<file path="config.mk">
export PLATFORM = sky130hd
export DESIGN_NAME = monitor_input_feeder
export DESIGN_NICKNAME = d
export VERILOG_FILES = /design/src/rtl/rtlola_pkg.sv /design/src/rtl/monitor_input_feeder_sync_fifo.sv /design/src/rtl/monitor_input_feeder.sv
export SDC_FILE = /design/constraint.sdc
export NUM_CORES = 1
export LEC_CHECK = 0
export CAP_MARGIN = 15
export CORE_MARGIN = 1.5
export CORE_UTILIZATION = 48
export DETAILED_ROUTE_END_ITERATION = 12
export GPL_TIMING_DRIVEN = 0
export PLACE_DENSITY = 0.8
export SLEW_MARGIN = 10
export SYNTH_ARGS = -nofsm -noshare
export SYNTH_HDL_FRONTEND = slang
export SYNTH_SLANG_ARGS = --single-unit
</file>
<file path="constraint.sdc">
create_clock -name clk -period 3.5 [get_ports clk]
set_clock_uncertainty 0.15 [all_clocks]
set_input_delay 0.7 -clock clk [delete_from_list [all_inputs] [get_ports clk]]
set_output_delay 0.7 -clock clk [all_outputs]
set_load 0.05 [all_outputs]
</file>
<file path="src/rtl/rtlola_pkg.sv">
// Shared types for the RTLola monitor ingress path: the queued event record,
// the monitor's LLC pipeline length and the feeder FSM encoding.
package rtlola_pkg;

    typedef struct packed {
        logic        a;
        logic        new_a;
        logic        b;
        logic        new_b;
        logic [63:0] id;
        logic        new_id;
    } input_event_t;

    localparam int NUM_LLC_STAGES = 5;

    typedef enum logic {
        S_IDLE = 1'b0,
        S_RUN  = 1'b1
    } feeder_state_t;

endpackage

</file>
<file path="src/rtl/monitor_input_feeder_sync_fifo.sv">
// Single-clock FIFO with registered storage; the head entry is readable
// combinationally so the consumer can pop and use the data in the same cycle.
module sync_fifo #(
    parameter int WIDTH = 8,
    parameter int DEPTH = 4
) (
    input  logic                     clk,
    input  logic                     rst,
    input  logic                     wr_en,
    input  logic [WIDTH-1:0]         wr_data,
    input  logic                     rd_en,
    output logic [WIDTH-1:0]         rd_data,
    output logic                     full,
    output logic                     empty,
    output logic [$clog2(DEPTH):0]   count
);

    localparam int AW = $clog2(DEPTH);
    localparam logic [AW:0] DEPTH_C = (AW + 1)'(DEPTH);

    logic [WIDTH-1:0] mem [DEPTH];
    logic [AW-1:0]    wr_ptr;
    logic [AW-1:0]    rd_ptr;
    logic             do_wr;
    logic             do_rd;

    // Requests against a full/empty FIFO are dropped here, so callers may
    // drive wr_en/rd_en without gating.
    assign do_wr   = wr_en && !full;
    assign do_rd   = rd_en && !empty;
    assign full    = (count == DEPTH_C);
    assign empty   = (count == '0);
    assign rd_data = mem[rd_ptr];

    always_ff @(posedge clk) begin
        if (do_wr) begin
            mem[wr_ptr] <= wr_data;
        end
    end

    always_ff @(posedge clk) begin
        if (rst) begin
            wr_ptr <= '0;
            rd_ptr <= '0;
            count  <= '0;
        end else begin
            if (do_wr) wr_ptr <= wr_ptr + 1'b1;
            if (do_rd) rd_ptr <= rd_ptr + 1'b1;
            case ({do_wr, do_rd})
                2'b10:   count <= count + 1'b1;
                2'b01:   count <= count - 1'b1;
                default: count <= count;
            endcase
        end
    end

endmodule

</file>
<file path="src/rtl/monitor_input_feeder.sv">
// Ingress stage of the RTLola monitor: buffers producer events and presents
// each one for a single cycle aligned with the monitor's llc_stage 0.
module monitor_input_feeder
    import rtlola_pkg::*;
#(
    parameter int DEPTH      = 4,
    parameter int NUM_STAGES = NUM_LLC_STAGES
) (
    input  logic                      clk,
    input  logic                      rst,
    input  logic                      ev_valid,
    output logic                      ev_ready,
    input  logic                      ev_a,
    input  logic                      ev_new_a,
    input  logic                      ev_b,
    input  logic                      ev_new_b,
    input  logic signed [63:0]        ev_id,
    input  logic                      ev_new_id,
    input  logic signed [63:0]        llc_stage,
    output logic                      input_a,
    output logic                      new_input_a,
    output logic                      input_b,
    output logic                      new_input_b,
    output logic signed [63:0]        input_id,
    output logic                      new_input_id,
    output logic                      en,
    output logic [$clog2(DEPTH):0]    fill,
    output logic [31:0]               dispatched,
    output logic                      state_dbg
);

    // Handshake: an event transfers on a rising edge where ev_valid && ev_ready;
    // ev_ready is !full only and never looks at a same-cycle pop.

    localparam logic signed [63:0] LAST_STAGE = 64'(NUM_STAGES - 1);

    input_event_t  push_ev;
    input_event_t  head_ev;
    logic          fifo_full;
    logic          fifo_empty;
    logic          pop;
    feeder_state_t state;
    feeder_state_t state_next;

    assign push_ev = {ev_a, ev_new_a, ev_b, ev_new_b, ev_id, ev_new_id};
    assign ev_ready  = !fifo_full;
    assign en        = (state == S_RUN);
    assign state_dbg = state;

    sync_fifo #(
        .WIDTH ($bits(input_event_t)),
        .DEPTH (DEPTH)
    ) u_fifo (
        .clk     (clk),
        .rst     (rst),
        .wr_en   (ev_valid),
        .wr_data (push_ev),
        .rd_en   (pop),
        .rd_data (head_ev),
        .full    (fifo_full),
        .empty   (fifo_empty),
        .count   (fill)
    );

    // The first dispatch leaves IDLE immediately because the monitor's stage
    // counter is parked at 0 while en is low; afterwards loading on the last
    // stage makes the event visible during stage 0.
    always_comb begin
        state_next = state;
        pop        = 1'b0;
        case (state)
            S_IDLE: begin
                if (!fifo_empty) begin
                    pop        = 1'b1;
                    state_next = S_RUN;
                end
            end
            S_RUN: begin
                if ((llc_stage == LAST_STAGE) && !fifo_empty) begin
                    pop = 1'b1;
                end
            end
            default: state_next = S_IDLE;
        endcase
    end

    always_ff @(posedge clk) begin
        if (rst) begin
            state <= S_IDLE;
        end else begin
            state <= state_next;
        end
    end

    always_ff @(posedge clk) begin
        if (rst || !pop) begin
            input_a      <= 1'b0;
            new_input_a  <= 1'b0;
            input_b      <= 1'b0;
            new_input_b  <= 1'b0;
            input_id     <= '0;
            new_input_id <= 1'b0;
        end else begin
            input_a      <= head_ev.a;
            new_input_a  <= head_ev.new_a;
            input_b      <= head_ev.b;
            new_input_b  <= head_ev.new_b;
            input_id     <= head_ev.id;
            new_input_id <= head_ev.new_id;
        end
    end

    always_ff @(posedge clk) begin
        if (rst) begin
            dispatched <= '0;
        end else if (pop) begin
            dispatched <= dispatched + 32'd1;
        end
    end

endmodule
</file>
==> impl_metrics.tcl <==
set metrics [dict create \
    status "complete, no violations" \
    synth_cells 783 \
    yosysWarnings 0 \
    synth.distinct_cells 37 \
    drtPass1Iterations 5 \
    cts_tree "built" \
    grt_pass1_wl_um 46390 \
    wl_per_cell_um 20.08 \
    synth.most_common_cell "edfxtp_1" \
    antenna_found_initial 3 \
    die_h_um 174.7 \
    r2r_cells 6 \
    clockRootBuffer "clkbuf_16" \
    fmax_mhz 301.0 \
    vdd_ir_drop_max_mv 0.5643 \
    netlist_top_cells_area "edfxtp_1 (59%), dfxtp_1 (15%), mux4_2 (11%), nor2b_1 (2.8%), o31ai_1 (1.3%)" \
    slew_viol_final 0 \
    area_delta_synth_final_pct 30.33 \
    clock_path_buffers 3 \
    gp_congestion 0.8401 \
    io_pins 243 \
    fin_ws_ns 0.1775 \
    maxCapViolCount 0 \
    worstMarginPinSlew_ns 1.018 \
    insertion_delay_ns 0.52 \
    wl_um 29840 \
    syn-cell-area_mm2 0.01415 \
    end_kind "flop" \
    holdWs_ns 0.3518 \
    tns_ns 0 \
    placed_cell_area_mm2 0.01718 \
    synth_nets 926 \
    syn_avg_cell_area_um2 18.07 \
    clk_pin_slew_worst_paths_ns 0.06 \
    ff2ff_setup_slack_ns 0.63 \
    async_reset_ff_share_pct 0 \
    rows 62 \
    whs_endpoint "dispatched[26]" \
    grt_setup_unrepaired "false" \
    synth-seq-cells 385 \
    leakagePower_nw 5.895 \
    postCtsSetupBuffers 0 \
    drtIter0Drc 561 \
    cts-buffers-inserted 40 \
    worstPathArrival_ns 3.61 \
    hold_violations 0 \
    min_period_ns 3.322 \
    grt_max_degree 51 \
    synth_ff_type "edfxtp_1" \
    slew_headroom_pct 31.62 \
    synth_top_area_share_pct 58.57 \
    start_kind "input pin" \
    synth_edf_count 276 \
    power_density_mw_per_mm2 730.0 \
    core_mm2 0.02886 \
    hp-start "dispatched[26]" \
    r2r-start "dispatched[1]" \
    worst-path-max-fanout 18 \
    via_per_inst 5.423 \
    path_class "input pin to flop" \
    initial_core_util_pct 49.03 \
    grt_overflow_total 0 \
    die_area_mm2 0.03052 \
    drive_above_1_share_pct 14.99 \
    h-tree-depth 2 \
    required_ns 3.79 \
    synthTopCellsByCount "edfxtp_1 (276), dfxtp_1 (109), mux4_2 (69)" \
    design_area_mm2 0.01844 \
    io_buffers 242 \
    utilization_pct 63.90 \
    r2r_end "dispatched[28]" \
    pre_cts_slack_ns -0.6936 \
    first_global_vias 8374 \
    whs_path_depth 2 \
    dr_total_vias 8059 \
    dpl.hpwl_um 19200 \
    drc 0 \
    hold_class "flop to flop" \
    ys_seq_area_share_pct 73.99 \
    timing.final.crit_share_pct 94.93 \
    nFillCells 2052 \
    track_usage_pct 19.71 \
    clock_sink_count 385 \
    ant_nets 0 \
    die_x_um 174.7 \
    fin_nets 1213 \
    setup_violations 0 \
    synth_top_cell_by_area "edfxtp_1" \
]
## routing by layer
layer / up-vias / part of all wire [%] / global-route usage, %
li1: 3677 / - / -
met5: - / 0.044 / 0
met4: 2 / 2.0 / 5.235
met1: 4013 / 41 / 26.05
met2: 310 / 49 / 32.44
met3: 57 / 7.6 / 5.331
## worst max-delay path: stages
cell	delay [ns]
clkdlybuf4s50_1	0.44
nor4_2	0.29
nand4_1	0.15
o41a_1	0.46
buf_6	0.18
nor2_2	0.15
ha_2	0.21
inv_1	0.05
fa_1	0.38
xor2_1	0.16
or3_1	0.30
a21oi_1	0.14
## cell type report
cell class / count / area (um2) / area share, %
diodes: 1 / 2.502 / 0.01357
plain buffers: 43 / 217.7 / 1.181
clock buffers: 64 / 1185 / 6.425
clock inverters: 9 / 57.56 / 0.3121
inverters: 10 / 37.54 / 0.2035
multi-input cells: 344 / 3458 / 18.75
flip-flops and latches: 385 / 10470 / 56.77
well taps: 384 / 480.5 / 2.605
repair buffers: 246 / 2532 / 13.73
## per-stage QoR
stage | instances | total power [mW]
6_report | 1486 | 13.46
5_1_grt | 1485 | 14.00
4_1_cts | 1485 | 13.60
3_5_place_dp | 1413 | 9.615
3_3_place_gp | 1409 | 9.511
2_1_floorplan | 783 | 8.276
## where the power goes
part	internal (mW)	switching (mW)
Clock	2.33	1.64
Sequential	5.54	0.196
Combinational	1.48	2.28
## flip-flops by register name (all words and copies together) (netlist names)
register and count:
input_b 1, u_fifo.wr_ptr 2, new_input_b 1, en 1, input_a 1, dispatched 32, u_fifo.mem 276, new_input_id 1
u_fifo.count 3, u_fifo.rd_ptr 2, new_input_a 1, input_id 64
## timing repair
action                     CTS  global route
hold buffers                 0             0
setup endpoints to repair    1             1
gates resized for setup      2             2
pin swaps                    0             0
## kinds of logic after synthesis
family | after synthesis | synth area share [%]
AOI/OAI and AO/OA | 61 | 2.644
xor gates and xnor gates | 3 | 0.1857
adders and majority gates | 7 | 0.6720
buffers and inverters | 54 | 1.830
DFF | 385 | 73.99
muxes | 75 | 11.45
and+or+nand+nor | 198 | 9.223
## worst max path at each step
stage	slack, ns	end	startpoint
after global placement	-0.64	u_fifo.count[2]	llc_stage[16]
after CTS	0.18	u_fifo.count[2]	llc_stage[16]
after global routing	0.01	u_fifo.count[2]	llc_stage[16]
final	0.18	u_fifo.count[2]	llc_stage[16]
after floorplan	0.14	u_fifo.count[2]	llc_stage[16]
after detailed placement	-0.69	u_fifo.count[2]	llc_stage[28]
## cell usage in the layout, fill, tap and decap left out, types with 5 or more instances in the layout
cell type          n
a21oi_1           31
buf_1              8
buf_2              5
clkbuf_1          42
clkbuf_16         43
clkdlybuf4s50_1  242
clkinv_2           5
dfxtp_1          109
edfxtp_1         276
ha_1               5
inv_1             10
mux2_2             5
mux4_2            69
nand2_1            9
nand3_1           13
nand4_1           18
nor2_1            12
nor2b_1           64
nor2b_4           10
nor3_1             7
nor4_1            10
nor4_2             6
o31ai_1           25
or3_1              6
or4_1             25
(Power assumes the default switching activity.)
